==> src/rtl/multicycle_controller.sv <==
// Control FSM for the multi-cycle core: sequences fetch/decode/execute, drives
// datapath selects and strobes, and handshakes with the unified memory port.
module multicycle_controller #(
  parameter int TIMEOUT_CYCLES = 255,
  parameter int CNT_W          = 32
) (
  input  logic             clk,
  input  logic             rst,
  input  logic [6:0]       opcode,
  input  logic [2:0]       funct3,
  input  logic             funct7b5,
  input  logic             zero,
  input  logic             mem_ready,
  output logic             mem_req,
  output logic             mem_write,
  output logic             adr_src,
  output logic             ir_write,
  output logic             pc_write,
  output logic             reg_write,
  output logic [1:0]       alu_src_a,
  output logic [1:0]       alu_src_b,
  output logic [1:0]       alu_control,
  output logic [1:0]       result_src,
  output logic             halted,
  output logic             illegal,
  output logic             mem_err,
  output logic [CNT_W-1:0] instret,
  output logic [3:0]       state
);

  localparam int WAIT_W = (TIMEOUT_CYCLES > 1) ? $clog2(TIMEOUT_CYCLES) : 1;

  localparam logic [6:0] OP_LOAD   = 7'b0000011;
  localparam logic [6:0] OP_STORE  = 7'b0100011;
  localparam logic [6:0] OP_RTYPE  = 7'b0110011;
  localparam logic [6:0] OP_ITYPE  = 7'b0010011;
  localparam logic [6:0] OP_BRANCH = 7'b1100011;
  localparam logic [6:0] OP_JAL    = 7'b1101111;

  typedef enum logic [3:0] {
    IDLE    = 4'd0,
    FETCH   = 4'd1,
    DECODE  = 4'd2,
    MEM_ADR = 4'd3,
    MEM_RD  = 4'd4,
    MEM_WB  = 4'd5,
    MEM_WR  = 4'd6,
    EXEC_R  = 4'd7,
    EXEC_I  = 4'd8,
    ALU_WB  = 4'd9,
    BEQ     = 4'd10,
    JAL     = 4'd11,
    HALT    = 4'd12
  } state_t;

  state_t            cur_state, next_state, decode_next;
  logic [WAIT_W-1:0] wait_cnt, wait_cnt_next;
  logic [1:0]        alu_decoded;
  logic              timed_out, retire, set_illegal, set_mem_err;

  assign state     = cur_state;
  assign halted    = (cur_state == HALT);
  assign timed_out = (wait_cnt == WAIT_W'(TIMEOUT_CYCLES - 1));

  // Only R-type subtract uses funct7b5; I-type addi ignores it.
  always_comb begin
    alu_decoded = 2'b00;
    case (funct3)
      3'b000:  alu_decoded = (opcode == OP_RTYPE && funct7b5) ? 2'b01 : 2'b00;
      3'b110:  alu_decoded = 2'b11;
      3'b111:  alu_decoded = 2'b10;
      default: alu_decoded = 2'b00;
    endcase
  end

  always_comb begin
    decode_next = HALT;
    case (opcode)
      OP_LOAD, OP_STORE:  if (funct3 == 3'b010) decode_next = MEM_ADR;
      OP_RTYPE:           if (funct3 == 3'b000 || funct3 == 3'b110 || funct3 == 3'b111)
                            decode_next = EXEC_R;
      OP_ITYPE:           if (funct3 == 3'b000 || funct3 == 3'b110 || funct3 == 3'b111)
                            decode_next = EXEC_I;
      OP_BRANCH:          if (funct3 == 3'b000) decode_next = BEQ;
      OP_JAL:             decode_next = JAL;
      default:            decode_next = HALT;
    endcase
  end

  always_comb begin
    next_state  = cur_state;
    mem_req     = 1'b0;
    mem_write   = 1'b0;
    adr_src     = 1'b0;
    ir_write    = 1'b0;
    pc_write    = 1'b0;
    reg_write   = 1'b0;
    alu_src_a   = 2'b00;
    alu_src_b   = 2'b00;
    alu_control = 2'b00;
    result_src  = 2'b00;
    retire      = 1'b0;
    set_illegal = 1'b0;
    set_mem_err = 1'b0;
    case (cur_state)
      IDLE: next_state = FETCH;
      FETCH: begin
        mem_req    = 1'b1;
        alu_src_b  = 2'b10;
        result_src = 2'b10;
        ir_write   = mem_ready;
        pc_write   = mem_ready;
        if (mem_ready) next_state = DECODE;
        else if (timed_out) begin
          next_state  = HALT;
          set_mem_err = 1'b1;
        end
      end
      DECODE: begin
        alu_src_a   = 2'b01;
        alu_src_b   = 2'b01;
        next_state  = decode_next;
        set_illegal = (decode_next == HALT);
      end
      MEM_ADR: begin
        alu_src_a  = 2'b10;
        alu_src_b  = 2'b01;
        next_state = (opcode == OP_STORE) ? MEM_WR : MEM_RD;
      end
      MEM_RD: begin
        mem_req = 1'b1;
        adr_src = 1'b1;
        if (mem_ready) next_state = MEM_WB;
        else if (timed_out) begin
          next_state  = HALT;
          set_mem_err = 1'b1;
        end
      end
      MEM_WB: begin
        result_src = 2'b01;
        reg_write  = 1'b1;
        next_state = FETCH;
        retire     = 1'b1;
      end
      MEM_WR: begin
        mem_req   = 1'b1;
        mem_write = 1'b1;
        adr_src   = 1'b1;
        if (mem_ready) begin
          next_state = FETCH;
          retire     = 1'b1;
        end else if (timed_out) begin
          next_state  = HALT;
          set_mem_err = 1'b1;
        end
      end
      EXEC_R: begin
        alu_src_a   = 2'b10;
        alu_control = alu_decoded;
        next_state  = ALU_WB;
      end
      EXEC_I: begin
        alu_src_a   = 2'b10;
        alu_src_b   = 2'b01;
        alu_control = alu_decoded;
        next_state  = ALU_WB;
      end
      ALU_WB: begin
        reg_write  = 1'b1;
        next_state = FETCH;
        retire     = 1'b1;
      end
      BEQ: begin
        alu_src_a   = 2'b10;
        alu_control = 2'b01;
        pc_write    = zero;
        next_state  = FETCH;
        retire      = 1'b1;
      end
      // Target was latched into ALUOut during DECODE; the ALU now forms oldPC+4 for the link.
      JAL: begin
        alu_src_a  = 2'b01;
        alu_src_b  = 2'b10;
        pc_write   = 1'b1;
        next_state = ALU_WB;
      end
      HALT:    next_state = HALT;
      default: next_state = HALT;
    endcase
  end

  always_comb begin
    wait_cnt_next = '0;
    if ((cur_state == FETCH || cur_state == MEM_RD || cur_state == MEM_WR) &&
        !mem_ready && next_state == cur_state)
      wait_cnt_next = wait_cnt + WAIT_W'(1);
  end

  always_ff @(posedge clk or posedge rst) begin
    if (rst) begin
      cur_state <= IDLE;
      wait_cnt  <= '0;
      instret   <= '0;
      illegal   <= 1'b0;
      mem_err   <= 1'b0;
    end else begin
      cur_state <= next_state;
      wait_cnt  <= wait_cnt_next;
      if (retire) instret <= instret + CNT_W'(1);
      if (set_illegal) illegal <= 1'b1;
      if (set_mem_err) mem_err <= 1'b1;
    end
  end

endmodule

==> config.mk <==
export PLATFORM = sky130hd
export DESIGN_NAME = multicycle_controller
export DESIGN_NICKNAME = d
export VERILOG_FILES = /design/src/rtl/multicycle_controller.sv
export SDC_FILE = /design/constraint.sdc
export NUM_CORES = 1
export LEC_CHECK = 0
export CAP_MARGIN = 25
export CORE_MARGIN = 2
export CORE_UTILIZATION = 36
export CTS_CLUSTER_DIAMETER = 60
export CTS_CLUSTER_SIZE = 20
export DETAILED_ROUTE_END_ITERATION = 7
export GPL_ROUTABILITY_DRIVEN = 0
export SYNTH_ARGS = -nofsm -noshare
export SYNTH_HDL_FRONTEND = slang
export SYNTH_SLANG_ARGS = --single-unit
==> constraint.sdc <==
create_clock -name clk -period 2.4 [get_ports clk]
set_clock_uncertainty 0.15 [all_clocks]
set_input_delay 0.24 -clock clk [delete_from_list [all_inputs] [get_ports clk]]
set_output_delay 0.24 -clock clk [all_outputs]
set_load 0.005 [all_outputs]
; Word-level counts from Yosys, hierarchy flattened
; Index checks and enable logic that the tools add are counted.
[totals]
n_memories = 0
ff_bits = 46
latchBits = 0
rom_bits = 0
ramBits = 0
[op_classes]
n_addsub = 2
n_reduce_logical = 22
mul = 0
muxes = 30
div = 0
bitwise_logic = 0
n_eq_ne = 24
n_shift = 0
magnitude_cmp = 0
[ops]
columns = op, count
row1 = "adder 32 x 1 -> 32 bit, second input constant", 1
row2 = case mux 4 bit (7 select lines), 1
row3 = "equality test 4 bit, second input constant", 6
row4 = two-way mux 4 bit, 6
row5 = case mux 4 bit (5 select lines), 1
row6 = "equality test 4 x 3 -> 1 bit, second input constant", 4
row7 = case mux 2 bit (2 select lines), 4
row8 = "equality test 7 x 6 -> 1 bit, second input constant", 2
row9 = "equality test 7 bit, second input constant", 2
row10 = OR reduction 2 bit, 6
row11 = OR reduction 3 bit, 4
row12 = two-way mux 1 bit, 11
row13 = "adder 8 x 1 -> 8 bit, second input constant", 1
row14 = "equality test 4 x 2 -> 1 bit, second input constant", 2
row15 = "equality test 8 bit, second input constant", 1
row16 = two-way mux 8 bit, 1
row17 = OR reduction 4 bit, 2
row18 = "equality test 7 x 2 -> 1 bit, second input constant", 1
row19 = "equality test 7 x 5 -> 1 bit, second input constant", 1
row20 = "equality test 3 bit, second input constant", 2
row21 = two-way mux 3 bit, 2
row22 = case mux 2 bit (3 select lines), 1
row23 = "equality test 4 x 1 -> 1 bit, second input constant", 1
row24 = equality test 4 bit, 1
row25 = other kinds (9), 14

; Longest topological paths before layout
; Gate-level depths: netlist of run 1.
[logic_depth]
word_depth = 9
mapped_depth = 7

; Worst setup path after synthesis of run 1
; OpenSTA, ideal clock, no wires.
[synth_path]
kind = register -> register
start = register wait_cnt[0]
end = register wait_cnt[2]
setup_slack_ns = 0.542
t_arrival_ns = 1.571
period_less_slack_ns = 1.858
path_stages_with_launch = 8
cell_sequence = dfrtp_1 inv_1 ha_1 nand3_1 or2_2 o21a_1 o21ai_1 nor2_1
[synth_between]
elab_chain_cells = 7
elab_cells_between_ends = 10
cone_classes = add/sub (1) / eq/ne (2) / mux (6) / reduce/logical (1)
[synth_rtl]
columns = item, line_no
row1 = start: declaration, 57  ; logic [WAIT_W-1:0] wait_cnt, wait_cnt_next;
row2 = start signal: assignment, 208  ; wait_cnt <= wait_cnt_next;
row3 = equality test 8 bit, 63  ; assign timed_out = (wait_cnt == WAIT_W'(TIMEOUT_CYCLES - 1));
row4 = two-way mux 4 bit, "114, 134, 152"
row5 = "two-way mux 4 bit, on equally long branches", "149, 113, 133"
row6 = case mux 4 bit (7 select lines), 105  ; case (cur_state)
row7 = equality test 4 bit, 195  ; !mem_ready && next_state == cur_state)
row8 = logical AND 1 bit, 195
row9 = two-way mux 8 bit (*), 194  ; if ((cur_state == FETCH || cur_state == MEM_RD || cur_state == MEM_WR) &&
row10 = via wait_cnt_next[2], 57
; Mark *: on every way through the listed nets, which the timed path passes. The rest lies on a longest branch.
; A chain may end at the register's enable or synchronous reset.

; Worst setup path after layout of run 1
[layout_path]
start = register cur_state[3] (netlist: state[3])
end = output alu_src_b[1]
[layout_between]
elab_chain_cells = 3
elab_cells_between_ends = 8
cone_classes = eq/ne (5) / mux (1) / reduce/logical (2)
[layout_rtl]
columns = item, line_no
row1 = start: declaration, 56  ; state_t cur_state, next_state, decode_next;
row2 = start signal: assignment, 207  ; cur_state <= next_state;
row3 = equality test 4 bit (tied with other cells), 105
row4 = OR reduction 3 bit (no line) / OR reduction 2 bit (equally long branches), n/a
row5 = case mux 2 bit (2 select lines) (*), 105
row6 = end: declaration, 21  ; output logic [1:0] alu_src_b,
; Every way passes the cells marked *; elsewhere a longest branch is shown, timed or not.

==> results.yml, run 1 <==
setup_path:
  crit_fanout: 11
  crit_type: "register to output pin"
  cp_slowest_cell: "clkdlybuf4s50_1"
  cp-end-kind: "output pin"
  slowest_delay_ps: 560
  critPathArrivalTime_ps: 1900
  cp.required_ps: 2010
  crit_family: "buffers and inverters"
  reg2reg_setup_slack_ps: 260
  path_buf_inv: 2
  crit_chain: "buf_4, nor2b_1, nor4b_1, clkdlybuf4s50_1"
  cp.depth: 4
  r2r_cells: 6
  startpoint_type: "register"
clock_network:
  cts.path.max_buffers: 2
  cts_sinks: 46
  clkTransAtPathRegs_ps: 80
  numCtsBuffers: 5
  holdBufCountCts: 0
  cts_tree: "yes"
  clockRootBuffer: "clkbuf_8"
  h-tree-depth: 2
  clock_latency_ps: 290
floorplanning:
  die-area_sq_um: 8300
  chipHeight_um: 91.1
  initial_core_util_pct: 37.5
  ios: 68
  core_area_sq_um: 7290
  die_w_um: 91.1
  rows: 31
timing:
  fin_tns_setup_ps: 0
  rsz0062_at_grt: "false"
  layout_min_cycle_time_ps: 2290
  setup_viol: 0
  max_slew_margin_pct: 71.2
  fmax_mhz: 437
  setup_ws_ps: 114
  hold_viol_final: 0
  tightestPinTransition_ps: 431
  finalMaxSlewViolations: 0
  holdWs_ps: 102
  period_share_pct: 95.3
drt:
  vias_per_cell: 4.96
  first_pass_iters: 4
  routed.top_layer: "met4"
  post_drt_wl_per_cell_um: 13.5
  drt-met1-wl_mm: 3.25
  routed_wl_mm: 6.51
  drc: 0
  wl_met3_um: 186
  vias: 2390
  first_iter_violations: 94
  antenna_left: 0
  wl_met2_mm: 3.04
synthesis:
  synth_area_per_cell_sq_um: 9.42
  yosys_warnings: 0
  synth_nets: 308
  ys_seq_elements: 46
  netlist_area_sq_um: 2730
  netlist_instances: 290
  ys_types: 54
  ys_seq_area_share_pct: 42.1
placed_design:
  pre_cts_ws_ps: -372
  portBuffers: 67
  hpwl_mm: 4.93
  dp.cells: 470
  placed_area_sq_um: 3670
pwr:
  powerDensity_nw_per_um2: 367
  leakage_nw: 1.59
  clock_power_share_pct: 38.8
  intPower_mw: 1.11
  p_sw_mw: 0.300
  max-vdd-ir-drop_uv: 319
  switching_share_pct: 21.3
  total_power_mw: 1.41
  seq_power_share_pct: 55.0
  pwr-share-comb_pct: 6.3
final_layout:
  drive_above_1_share_pct: 16.4
  finalNonFillerCells: 482
  n_fill_cell: 718
  area_growth_pct: 40.8
  diodes: 0
  fin_area_sq_um: 3850
  regArea_sq_um: 1160
  fin_nets: 400
  final_util_pct: 52.7
  multi_input_area_sq_um: 1530
global_routing:
  antenna_found_initial: 0
  overflow: 0
  grt_start_max_net_pins: 21
  grt_pass1_vias: 2294
  grtUsageTotal_pct: 16.1
  grt_pass1_wl_mm: 11.1
outcome:
  outcome: "finished, final reports clean"
hold_path:
  hp-class: "primary input to async pin"
run:
  drv_cap: 0
per-layer routing:
metal,track usage [%],up-vias
li1,-,1205
met1,22.8,1145
met2,25.9,35
met3,2.99,5
met4,3.41,0
met5,0,-
sequential cells by signal, summed over array words and instances, names as in the netlist:
register,flops
instret,32
mem_err,1
state,4
illegal,1
wait_cnt,8
synthesized netlist by cell type (all sizes together):
cell     instances  share of area [%]
o41ai            1               0.32
a21o             2               0.55
o311ai           2               0.64
mux2i            1               0.37
buf              4               0.78
nor2            30                4.1
nand4           13                3.5
xnor2           23                7.4
nand2           23                3.2
or3              2               0.46
a32oi            1               0.32
and3             8                1.8
and4             6                2.0
or4b             1               0.37
o31ai            1               0.27
clkbuf           9                1.2
mux2             1               0.41
dfrtp           46                 42
nand4bb          1               0.41
o21bai           3               0.82
nor3b            3               0.82
o21a             1               0.27
nor2b            3               0.69
inv              8                1.1
xor2            18                5.8
nand4b           3               0.96
or2              4               0.92
o21ai            6                1.1
nand3           15                2.9
ha               3                1.4
a211o            1               0.32
and2             3               0.69
a221oi           1               0.32
nor4             8                3.1
nand2b           8                1.9
nor4b            2               0.87
a221o            1               0.37
o211ai           2               0.55
nor3            12                2.6
a211oi           1               0.46
o32ai            1               0.32
a21oi            8                1.5
cell usage in the layout, fill, tap and decap left out, drive strengths merged, types with 12 or more instances in the layout:
master and count:
xor2 18, nand3 15, nor2 30, buf 32
clkdlybuf4s50 65, xnor2 23, nor3 12, dfrtp 46
nand4 13, nand2 23
worst paths after layout:
kind                               start      endpoint
worst max register to register  state[3]   instret[25]
worst min register to register   illegal       illegal
worst min-delay path                 rst   instret[19]
max in group asynchronous            rst       mem_err
min in group clk                 illegal       illegal
worst max-delay path            state[3]  alu_src_b[1]
final cells by class:
type | instances | area share (%)
timing repair buffer | 98 | 23.4
inverter | 8 | 0.781
multi-input combinational | 223 | 39.7
clock buffer | 8 | 2.86
tap | 99 | 3.22
sequential | 46 | 30.1
timing repair:
| action | 4_1_cts | 5_1_grt |
|---|---|---|
| resized for setup | 8 | 6 |
| hold endpoints to repair | 0 | 0 |
| pin swaps | 2 | 2 |
| setup endpoints to repair | 3 | 6 |
| cloned | 0 | 0 |
| buffers inserted | 1 | 3 |
power groups by stage:
| stage | sequential, mW | combinational [mW] | clock (mW) |
|---|---|---|---|
| floorplan | 0.790 | 0.0312 | 0 |
| global route | 0.775 | 0.0982 | 0.595 |
| finish | 0.775 | 0.0886 | 0.547 |
| CTS | 0.775 | 0.0889 | 0.563 |
| global placement | 0.790 | 0.0866 | 0 |
| detailed placement | 0.790 | 0.0880 | 0 |
cells by family after synthesis:
family,synth area share [%]
AOI/OAI and AO/OA,8.11
xor gates and xnor gates,13.1
adders and majority gates,1.37
buffers and inverters,3.11
DFF,42.1
muxes,0.779
and+or+nand+nor,31.3
No activity file was read; power rests on OpenSTA's default activity.
==> run 2, diff against run 1 <==
--- a/config.mk
+++ b/config.mk
@@ -8,10 +8,12 @@
 export CAP_MARGIN = 25
 export CORE_MARGIN = 2
 export CORE_UTILIZATION = 36
+export CTS_BUF_LIST = sky130_fd_sc_hd__clkbuf_8
 export CTS_CLUSTER_DIAMETER = 60
 export CTS_CLUSTER_SIZE = 20
 export DETAILED_ROUTE_END_ITERATION = 7
 export GPL_ROUTABILITY_DRIVEN = 0
+export PLACE_DENSITY = 0.68
 export SYNTH_ARGS = -nofsm -noshare
 export SYNTH_HDL_FRONTEND = slang
 export SYNTH_SLANG_ARGS = --single-unit
==> run 2 against run 1 <==
Clock power is 22% lower. Final cell count decreased by 1.5%. Via count rose by 1.2%. Critical path depth down 1. Routed wire length up 0.64%. Global-route usage is 0.43 points higher. Setup slack got worse by 40 ps. Worst hold slack improved by 150 ps. Largest cell class unchanged.
==> results.yml, run 2 (synthesis results as in run 1) <==
clock_network:
  holdBufCountCts: 0
  clkTransAtPathRegs_ps: 80
  cts_sinks: 46
  h-tree-depth: 2
  clockRootBuffer: "clkbuf_8"
  numCtsBuffers: 5
  clock_latency_ps: 290
  cts_tree: "yes"
  cts.path.max_buffers: 2
pwr:
  max-vdd-ir-drop_uv: 187
  seq_power_share_pct: 60.2
  p_sw_mw: 0.277
  switching_share_pct: 21.5
  leakage_nw: 1.53
  total_power_mw: 1.29
  intPower_mw: 1.01
  powerDensity_nw_per_um2: 342
  clock_power_share_pct: 33.1
  pwr-share-comb_pct: 6.7
hold_path:
  hp-class: "primary input to async pin"
setup_path:
  cp-end-kind: "output pin"
  crit_chain: "nor4b_4, and2_1, clkdlybuf4s50_1"
  crit_fanout: 15
  crit_family: "simple AND/OR/NAND/NOR gates"
  cp_slowest_cell: "dfrtp_2"
  path_buf_inv: 1
  crit_type: "register to output pin"
  reg2reg_setup_slack_ps: 320
  cp.required_ps: 2010
  critPathArrivalTime_ps: 1940
  startpoint_type: "register"
  slowest_delay_ps: 530
final_layout:
  final_cell_mix: "clkdlybuf4s50_1 (66), dfrtp_1 (42), nor2_1 (30)"
  diodes: 0
  largest_register_ffs: 32
  fin_area_sq_um: 3760
  finalNonFillerCells: 475
  fin_nets: 394
  area_growth_pct: 37.6
  largest-register: "instret"
  final_common_cell: "clkdlybuf4s50_1"
  drive_above_1_share_pct: 13.8
  final_util_pct: 51.5
timing:
  period_share_pct: 96.9
  layout_min_cycle_time_ps: 2330
  fmax_mhz: 430
  max_slew_margin_pct: 61.7
  tightestPinTransition_ps: 575
  rsz0062_at_grt: "true"
  setup_viol: 0
  setup_ws_ps: 73.6
  holdWs_ps: 253
  finalMaxSlewViolations: 0
  fin_tns_setup_ps: 0
  hold_viol_final: 0
placed_design:
  pre_cts_ws_ps: -350
  hpwl_mm: 4.98
  dp.cells: 463
  placed_area_sq_um: 3620
  portBuffers: 67
global_routing:
  grt_start_max_net_pins: 47
  overflow: 0
  grtUsageTotal_pct: 16.5
  grt_pass1_vias: 2402
  grt_pass1_wl_mm: 11.4
  antenna_found_initial: 0
floorplanning:
  rows: 31
  die_w_um: 91.1
  die-area_sq_um: 8300
  chipHeight_um: 91.1
  initial_core_util_pct: 37.5
  core_area_sq_um: 7290
  ios: 68
outcome:
  outcome: "finished, final reports clean"
drt:
  vias: 2418
  drc: 0
  antenna_left: 0
  routed_wl_mm: 6.56
  first_pass_iters: 4
  vias_per_cell: 5.09
  post_drt_wl_per_cell_um: 13.8
  first_iter_violations: 84
run:
  drv_cap: 0
[run 2: timing repair]
| item | 4_1_cts | 5_1_grt |
|---|---|---|
| buffers inserted | 3 | 2 |
| endpoints found under the setup margin | 7 | 3 |
| pin swaps | 1 | 1 |
| resized for setup | 9 | 2 |
[run 2: worst paths after layout]
check / startpoint / depth (start not counted) / end
max: state[1] / 3 / ir_write
min: rst / 3 / instret[18]
max reg2reg: state[3] / 6 / instret[25]
min reg2reg: illegal / 1 / illegal
max in group asynchronous: rst / 3 / state[2]
min in group clk: illegal / 1 / illegal
[run 2: worst min-delay path, cell delays in order]
cell             delay (ps)
clkdlybuf4s50_1         410
inv_2                    50
buf_4                   470
[run 2: final cells by class]
class	instances	area [sq um]
Clock buffer	5	68.8
Fill cell	691	3530
Inverter	8	30.0
Timing Repair Buffer	92	853
Tap cell	99	124
Sequential cell	46	1160
Multi-Input combinational cell	223	1520
Clock inverter	2	7.51
[run 2: metal layers]
layer	vias up	part of all wire [%]	track usage, %	wire (um)
li1	1199	-	-	-
met1	1175	45	21.8	2960
met2	37	50	28.0	3310
met3	7	3.3	2.99	216
met4	0	1.1	4.55	72
met5	-	0	0	0
[run 2: power by group through the flow]
stage               combinational [mW]  sequential (mW)  clock, mW
floorplan                       0.0312            0.790          0
global placement                0.0847            0.790          0
detailed placement              0.0867            0.790          0
CTS                             0.0874            0.775      0.441
global route                    0.0973            0.775      0.474
finish                          0.0865            0.775      0.426
==> run 3, diff against run 2 <==
--- a/config.mk
+++ b/config.mk
@@ -13,6 +13,7 @@
 export CTS_CLUSTER_SIZE = 20
 export DETAILED_ROUTE_END_ITERATION = 7
 export GPL_ROUTABILITY_DRIVEN = 0
+export HOLD_SLACK_MARGIN = 0.15
 export PLACE_DENSITY = 0.68
 export SYNTH_ARGS = -nofsm -noshare
 export SYNTH_HDL_FRONTEND = slang
==> results of run 3 <==
Same layout as run 2: the final DEF is identical, and so are final timing and power.
